`config.mk`:
```
export PLATFORM = sky130hd
export DESIGN_NAME = mb_clk_repair_ctrl
export DESIGN_NICKNAME = d
export VERILOG_FILES = /design/src/rtl/mb_clk_repair_pkg.sv /design/src/rtl/mb_clk_repair_timer.sv /design/src/rtl/mb_clk_repair_ctrl.sv
export SDC_FILE = /design/constraint.sdc
export NUM_CORES = 1
export LEC_CHECK = 0
export CORE_AREA = 2 2 44 46
export DETAILED_ROUTE_END_ITERATION = 10
export DIE_AREA = 0 0 46 48
export HOLD_SLACK_MARGIN = 0.08
export PLACE_DENSITY = 0.78
export RECOVER_POWER = 25
export SETUP_SLACK_MARGIN = 0.15
export SKIP_CTS_REPAIR_TIMING = 1
export SYNTH_ARGS = -nofsm -noshare
export SYNTH_HDL_FRONTEND = slang
export SYNTH_SLANG_ARGS = --single-unit
```
`constraint.sdc`:
```
create_clock -name i_sys_clk -period 6.73 [get_ports i_sys_clk]
set_clock_uncertainty 0.2 [all_clocks]
set_input_delay 1.346 -clock i_sys_clk [delete_from_list [all_inputs] [get_ports i_sys_clk]]
set_output_delay 1.346 -clock i_sys_clk [all_outputs]
set_load 0.1 [all_outputs]
```
`src/rtl/mb_clk_repair_pkg.sv`:
```
// Shared encodings and defaults for the mainband clock-repair sequencer.
// Lane bit order everywhere is {ckp, ckn, trk}.
package mb_clk_repair_pkg;

  localparam logic [2:0] ST_IDLE        = 3'd0;
  localparam logic [2:0] ST_PATTERN     = 3'd1;
  localparam logic [2:0] ST_WAIT_RESULT = 3'd2;
  localparam logic [2:0] ST_DECIDE      = 3'd3;
  localparam logic [2:0] ST_DONE        = 3'd4;
  localparam logic [2:0] ST_FAIL        = 3'd5;

  typedef enum logic [2:0] {
    S_IDLE        = ST_IDLE,
    S_PATTERN     = ST_PATTERN,
    S_WAIT_RESULT = ST_WAIT_RESULT,
    S_DECIDE      = ST_DECIDE,
    S_DONE        = ST_DONE,
    S_FAIL        = ST_FAIL
  } state_e;

  localparam logic [1:0] REP_NONE = 2'b00;
  localparam logic [1:0] REP_CKP  = 2'b01;
  localparam logic [1:0] REP_CKN  = 2'b10;
  localparam logic [1:0] REP_TRK  = 2'b11;

  localparam int DEF_TIMEOUT_CYCLES = 8000;
  localparam int DEF_TMR_W          = 13;

  function automatic logic [1:0] count_fails(input logic [2:0] ok);
    return 2'(!ok[2]) + 2'(!ok[1]) + 2'(!ok[0]);
  endfunction

  // Only meaningful when exactly one lane failed.
  function automatic logic [1:0] fail_lane(input logic [2:0] ok);
    if (!ok[2])      return REP_CKP;
    else if (!ok[1]) return REP_CKN;
    else             return REP_TRK;
  endfunction

endpackage

```
`src/rtl/mb_clk_repair_timer.sv`:
```
// Wait-state watchdog: expired is high once TIMEOUT_CYCLES-1 counted cycles have elapsed since clear.
// Clear has priority over enable; the count is held while enable is low.
module mb_clk_repair_timer
  import mb_clk_repair_pkg::*;
#(
  parameter int TIMEOUT_CYCLES = DEF_TIMEOUT_CYCLES,
  parameter int TMR_W          = DEF_TMR_W
) (
  input  logic i_sys_clk,
  input  logic i_rst_n,
  input  logic i_clr,
  input  logic i_en,
  output logic o_expired
);

  logic [TMR_W-1:0] cnt_q, cnt_d;

  always_comb begin
    cnt_d = cnt_q;
    if (i_clr)     cnt_d = '0;
    else if (i_en) cnt_d = cnt_q + TMR_W'(1);
  end

  always_ff @(posedge i_sys_clk or negedge i_rst_n) begin
    if (!i_rst_n) cnt_q <= '0;
    else          cnt_q <= cnt_d;
  end

  assign o_expired = (cnt_q == TMR_W'(TIMEOUT_CYCLES - 1));

endmodule

```
`src/rtl/mb_clk_repair_ctrl.sv`:
```
// MBINIT.REPAIRCLK sequencer: pattern, collect CKP/CKN/Track results, repair at most one lane, verify once.
// All outputs registered; the watchdog exists only when MB_CLKREPAIR_TIMEOUT_EN is defined.
module mb_clk_repair_ctrl
  import mb_clk_repair_pkg::*;
#(
  parameter int TIMEOUT_CYCLES = DEF_TIMEOUT_CYCLES,
  parameter int TMR_W          = DEF_TMR_W
) (
  input  logic       i_sys_clk,
  input  logic       i_rst_n,
  input  logic       i_start,
  input  logic       i_abort,
  input  logic       i_gen_done,
  input  logic       i_result_valid,
  input  logic       i_ckp_ok,
  input  logic       i_ckn_ok,
  input  logic       i_trk_ok,
  output logic       o_pattern_en,
  output logic       o_busy,
  output logic [1:0] o_repair_code,
  output logic       o_repair_valid,
  output logic       o_done,
  output logic       o_fail,
  output logic       o_timeout
);

  state_e     state_q, state_d;
  logic       pass_q, pass_d;
  logic [2:0] ok_q, ok_d;
  logic       pe_q, pe_d;
  logic       busy_q, busy_d;
  logic [1:0] code_q, code_d;
  logic       rvld_q, rvld_d;
  logic       done_q, done_d;
  logic       fail_q, fail_d;
  logic       to_q, to_d;
  logic       tmr_expired;
  logic [1:0] nfail;

  assign nfail = count_fails(ok_q);

`ifdef MB_CLKREPAIR_TIMEOUT_EN
  logic tmr_clr, tmr_en;

  // Restart the count on every entry into a waiting state.
  assign tmr_clr = (state_d != state_q) &&
                   ((state_d == S_PATTERN) || (state_d == S_WAIT_RESULT));
  assign tmr_en  = (state_q == S_PATTERN) || (state_q == S_WAIT_RESULT);

  mb_clk_repair_timer #(
    .TIMEOUT_CYCLES (TIMEOUT_CYCLES),
    .TMR_W          (TMR_W)
  ) u_timer (
    .i_sys_clk (i_sys_clk),
    .i_rst_n   (i_rst_n),
    .i_clr     (tmr_clr),
    .i_en      (tmr_en),
    .o_expired (tmr_expired)
  );
`else
  logic unused_cfg;
  assign unused_cfg  = TIMEOUT_CYCLES[0] ^ TMR_W[0];
  assign tmr_expired = 1'b0;
`endif

  always_comb begin
    state_d = state_q;
    pass_d  = pass_q;
    ok_d    = ok_q;
    pe_d    = pe_q;
    busy_d  = busy_q;
    code_d  = code_q;
    rvld_d  = rvld_q;
    done_d  = done_q;
    fail_d  = fail_q;
    to_d    = to_q;
    if (i_abort) begin
      state_d = S_IDLE;
      pass_d  = 1'b0;
      ok_d    = '0;
      pe_d    = 1'b0;
      busy_d  = 1'b0;
      code_d  = REP_NONE;
      rvld_d  = 1'b0;
      done_d  = 1'b0;
      fail_d  = 1'b0;
      to_d    = 1'b0;
    end else begin
      case (state_q)
        S_IDLE, S_DONE, S_FAIL: begin
          if (i_start) begin
            state_d = S_PATTERN;
            pass_d  = 1'b0;
            ok_d    = '0;
            pe_d    = 1'b1;
            busy_d  = 1'b1;
            code_d  = REP_NONE;
            rvld_d  = 1'b0;
            done_d  = 1'b0;
            fail_d  = 1'b0;
            to_d    = 1'b0;
          end
        end
        S_PATTERN: begin
          if (i_gen_done) begin
            state_d = S_WAIT_RESULT;
            pe_d    = 1'b0;
          end else if (tmr_expired) begin
            state_d = S_FAIL;
            pe_d    = 1'b0;
            busy_d  = 1'b0;
            rvld_d  = 1'b0;
            fail_d  = 1'b1;
            to_d    = 1'b1;
          end
        end
        S_WAIT_RESULT: begin
          if (i_result_valid) begin
            state_d = S_DECIDE;
            ok_d    = {i_ckp_ok, i_ckn_ok, i_trk_ok};
          end else if (tmr_expired) begin
            state_d = S_FAIL;
            pe_d    = 1'b0;
            busy_d  = 1'b0;
            rvld_d  = 1'b0;
            fail_d  = 1'b1;
            to_d    = 1'b1;
          end
        end
        S_DECIDE: begin
          if (nfail == 2'd0) begin
            state_d = S_DONE;
            done_d  = 1'b1;
            busy_d  = 1'b0;
          end else if (!pass_q && (nfail == 2'd1)) begin
            state_d = S_PATTERN;
            pe_d    = 1'b1;
            code_d  = fail_lane(ok_q);
            rvld_d  = 1'b1;
            pass_d  = 1'b1;
          end else begin
            state_d = S_FAIL;
            fail_d  = 1'b1;
            busy_d  = 1'b0;
            rvld_d  = 1'b0;
          end
        end
        default: state_d = S_IDLE;
      endcase
    end
  end

  always_ff @(posedge i_sys_clk or negedge i_rst_n) begin
    if (!i_rst_n) begin
      state_q <= S_IDLE;
      pass_q  <= 1'b0;
      ok_q    <= '0;
      pe_q    <= 1'b0;
      busy_q  <= 1'b0;
      code_q  <= REP_NONE;
      rvld_q  <= 1'b0;
      done_q  <= 1'b0;
      fail_q  <= 1'b0;
      to_q    <= 1'b0;
    end else begin
      state_q <= state_d;
      pass_q  <= pass_d;
      ok_q    <= ok_d;
      pe_q    <= pe_d;
      busy_q  <= busy_d;
      code_q  <= code_d;
      rvld_q  <= rvld_d;
      done_q  <= done_d;
      fail_q  <= fail_d;
      to_q    <= to_d;
    end
  end

  assign o_pattern_en   = pe_q;
  assign o_busy         = busy_q;
  assign o_repair_code  = code_q;
  assign o_repair_valid = rvld_q;
  assign o_done         = done_q;
  assign o_fail         = fail_q;
  assign o_timeout      = to_q;

endmodule

```
Word level (Yosys, flattened, before mapping)
Index checks and enable logic that the tools add are counted.
Storage, ports and cells
  bits in registers: 15
  bits of input ports: 9
  output and inout port bits: 8
  word-level logic and storage cells: 92
Operators by class
  $add $sub $neg: 2
  eq/ne operators: 14
  muxes and demuxes: 44
  reductions and logical operators: 22
Operators by type and width (count)
  $mux 3: 9
  $mux 1: 21
  $ne 3x3->1 const B: 7
  $reduce_and 3->1: 5
  $pmux 3 s4: 1
  $mux 2: 5
  $pmux 1 s2: 5
  $reduce_and 4->1: 2
  $eq 3x2->1 const B: 2
  $eq 3x3->1 const B: 2
  $pmux 3 s2: 1
  $reduce_bool 3->1: 2
  $reduce_and 5->1: 1
  $logic_not 1->1: 4
  $ne 4x4->1 const B: 1
  $pmux 2 s2: 1
  $reduce_bool 2->1: 2
  $reduce_bool 4->1: 1
  $eq 3x1->1 const B: 1
  $logic_not 3->1: 1
  $pmux 1 s3: 1
  $reduce_or 3->1: 1
  $add 1x1->2: 1
  $add 2x1->2: 1
  4 further kinds: 4

Logic depth before layout (Yosys ltp)
  depth after elaboration: 9
  gate-level depth with buffers: 6
  depth with buffers taken out: 5

Worst setup path after synthesis
OpenSTA, ideal clock, no wires.
  path type: input-to-reg
  from: in i_start
  to: reg pe_q (netlist: o_pattern_en)
  arrival: 2.241 ns
  data required time: 6.404 ns
  setup slack: 4.163 ns
  stages: 4
  path buffers: 0
  path through: nor2b_1 -> nor2_1 -> a211oi_1 -> mux2_4
On the way
  word-level cells in the longest chain between the ends: 2
Ends and longest elaborated chain
  start, declared: RTL line mb_clk_repair_ctrl.sv:11  | input logic i_start,
  $ne 3x3->1 (no line)
  $reduce_and 5->1 (no line)
  end signal, assigned: RTL line mb_clk_repair_ctrl.sv:169  | pe_q <= pe_d;
  end, declared: RTL line mb_clk_repair_ctrl.sv:30  | logic pe_q, pe_d;
Every way passes these cells.
A chain may end at the register's enable or synchronous reset.

Worst setup path after layout
  from: reg busy_q (netlist: o_busy)
  to: out o_busy
RTL lines
  start, declared: RTL line mb_clk_repair_ctrl.sv:31  | logic busy_q, busy_d;
  start signal, assigned: RTL line mb_clk_repair_ctrl.sv:170  | busy_q <= busy_d;
  end, declared: RTL line mb_clk_repair_ctrl.sv:19  | output logic o_busy,
No word-level cell between the ends.

==> results_dict.tcl <==
set metrics [dict create \
    chipHeight_um 48 \
    place_area_um2 996 \
    status "finished clean" \
    path_buf_inv 1 \
    place.gp.congestion 0.808 \
    clk_pin_slew_ns 0.08 \
    r2r_cells 5 \
    fp-row-count 15 \
    area_growth_pct 17.3 \
    cp_cell_sequence "clkdlybuf4s50_1" \
    overflow 0 \
    drive_above_1_share_pct 10.9 \
    seqPwrFrac_pct 41.3 \
    cts_max_level 1 \
    finalSetupViolations 0 \
    dieArea_mm2 0.00221 \
    hold_viol 0 \
    synth_edf_count 0 \
    first_pass_iters 4 \
    ys_types 38 \
    cts_tree "built" \
    synth_xor_area_share_pct 0 \
    worst-path-max-fanout 3 \
    cts_root_buffer "clkbuf_4" \
    drt-total-wl_mm 1.68 \
    muxShareOfSynthArea_pct 5.19 \
    yosys.area.top_type_share_pct 40.3 \
    grt_pass1_wl_mm 2.62 \
    yosys_most_used_dff "dfrtp_1" \
    synthArstFlopShare_pct 100 \
    holdWs_ns 0.294 \
    synth_area_um2 868 \
    critPathLaunchType "flop" \
    endpoint_kind "output port" \
    tns_ns 0 \
    viasPerCell 5.69 \
    critPathSlowestCell "clkdlybuf4s50_1" \
    yosysSeqAreaShare_pct 40.3 \
    synthSimpleGateAreaFrac_pct 19.3 \
    p_per_area_mw_per_mm2 280 \
    grt_start_max_net_pins 18 \
    wire_per_inst_um 14.2 \
    grt_use_total_pct 17.3 \
    cp_data_required_time_ns 5.18 \
    synthAdderAreaFrac_pct 2.31 \
    pre_cts_ws_ns 3.45 \
    rsz0062_at_grt "no" \
    switchingPower_mw 0.125 \
    cp.depth 1 \
    ys_seq_elements 14 \
    grt_pass1_vias 620 \
    port_buffers 15 \
    ir_drop_v 0.000235 \
    grt_antenna_before_repair 0 \
    dpl.hpwl_mm 1.22 \
    pin_count 17 \
    yosysTopAreaCell "dfrtp_1" \
    comb_power_share_pct 41.9 \
    internal_power_mw 0.160 \
    synth_top_family_by_area "compound AO/OA/AOI/OAI gates" \
    worst_slack_ns 3.39 \
    layoutNonFillerInstCount 118 \
    swShare_pct 43.9 \
    hold_path_class "flop to flop" \
    finalPower_mw 0.285 \
    p_clk_share_pct 16.8 \
    cts_buffer_depth 2 \
    max_slew.worst_pin.slew_ns 0.967 \
    synth_area_leaders "dfrtp_1 (40%), a21oi_1 (4.6%), nand2_1 (3.9%), mux2i_1 (3.5%), inv_1 (3.5%)" \
    synth_compound_area_share_pct 23.9 \
    core_mm2 0.00169 \
    die_x_um 46 \
    power_leakage_nw 0.431 \
    syn_nets 99 \
    slew_viol_final 0 \
    synth_area_per_cell_um2 9.76 \
    initial_core_util_pct 51.4 \
    nets 113 \
    place_inst 115 \
    min_period_ns 3.34 \
    fin_util_pct 60.3 \
    fmax_mhz 300 \
    max_cap_viol_count 0 \
    insertion_delay_ns 0.28 \
    path_class "flop to output port" \
    max-slew-margin-rel_pct 35.3 \
    design_area_mm2 0.00102 \
    synthCells 89 \
    vias 671 \
    numCtsBuffers 3 \
    numClockSinks 14 \
    cp_slowest_stage_delay_ns 1.14 \
    drt_iter0_markers 13 \
    timing.final.crit_share_pct 49.6 \
    crit_arrival_ns 1.79 \
    insertedDiodeCount 0 \
    crit_family "buffers and inverters" \
    ant_nets 0 \
    synth_warnings 0 \
    drc 0 \
    worstHoldPathCells 1 \
]
## final timing paths
path,startpoint,end,slack (ns)
min in group asynchronous,i_rst_n,o_pattern_en,1.31
max,o_busy,o_busy,3.39
max reg2reg,ok_q[2],o_repair_code[0],4.27
max in group asynchronous,i_rst_n,o_busy,4.63
min reg2reg,o_fail,o_fail,0.29
min,o_fail,o_fail,0.29
## power by group through the flow
stage / Combinational, mW / Sequential [mW] / Clock (mW)
after floorplan: 0.0840 / 0.134 / 0
after global placement: 0.117 / 0.118 / 0
after detailed placement: 0.118 / 0.118 / 0
after CTS: 0.120 / 0.117 / 0.0492
after global routing: 0.129 / 0.120 / 0.0531
final: 0.119 / 0.118 / 0.0480
## flip-flops by register name (all words and copies together) (netlist names)
| name | count |
|---|---|
| o_pattern_en | 1 |
| pass_q | 1 |
| o_done | 1 |
| state_q | 3 |
| o_fail | 1 |
| o_repair_code | 2 |
| o_repair_valid | 1 |
| o_busy | 1 |
| ok_q | 3 |
## layout make-up
cell class	instances	area, µm²
fillers	146	671
clock buffers	3	22.5
flip-flops and latches	14	350
multi-input cells	61	444
inverters	8	30.0
well taps	17	21.3
repair buffers	15	150
## cell usage after synthesis, types with 2 or more instances
library cell,n
buf_2,2
buf_6,2
o21a_1,3
dfrtp_1,14
a21oi_1,8
mux2i_1,3
o21ai_0,2
nand2_1,9
nor2b_1,3
inv_1,8
nor3_1,2
nor2_1,7
## cell usage in the layout, fill, tap and decap left out, types with 2 or more instances in the layout
master,synthesis,layout
nor2_1,7,7
o21ai_0,2,2
a21oi_1,8,8
clkdlybuf4s50_1,0,14
mux2i_1,3,3
dfrtp_1,14,14
o21a_1,3,3
nor2b_1,3,3
nor3_1,2,2
inv_1,8,8
clkbuf_4,0,3
nand2_1,9,9
## logic make-up after synthesis
family / count (synthesis)
adder cells (fa/ha/maj): 1
AND/OR/NAND/NOR: 29
AO/OA/AOI/OAI: 26
flip-flops: 14
multiplexers: 4
other: 1
buffers and inverters: 14
## per-layer routing
metal	share of wire [%]	GRT usage (%)	vias to the layer above
met2	45	27.8	16
met1	49	21.6	314
met3	3.9	3.40	4
li1	-	-	337
met4	1.7	10.3	0
met5	0	0	-
(Power assumes the default switching activity.)
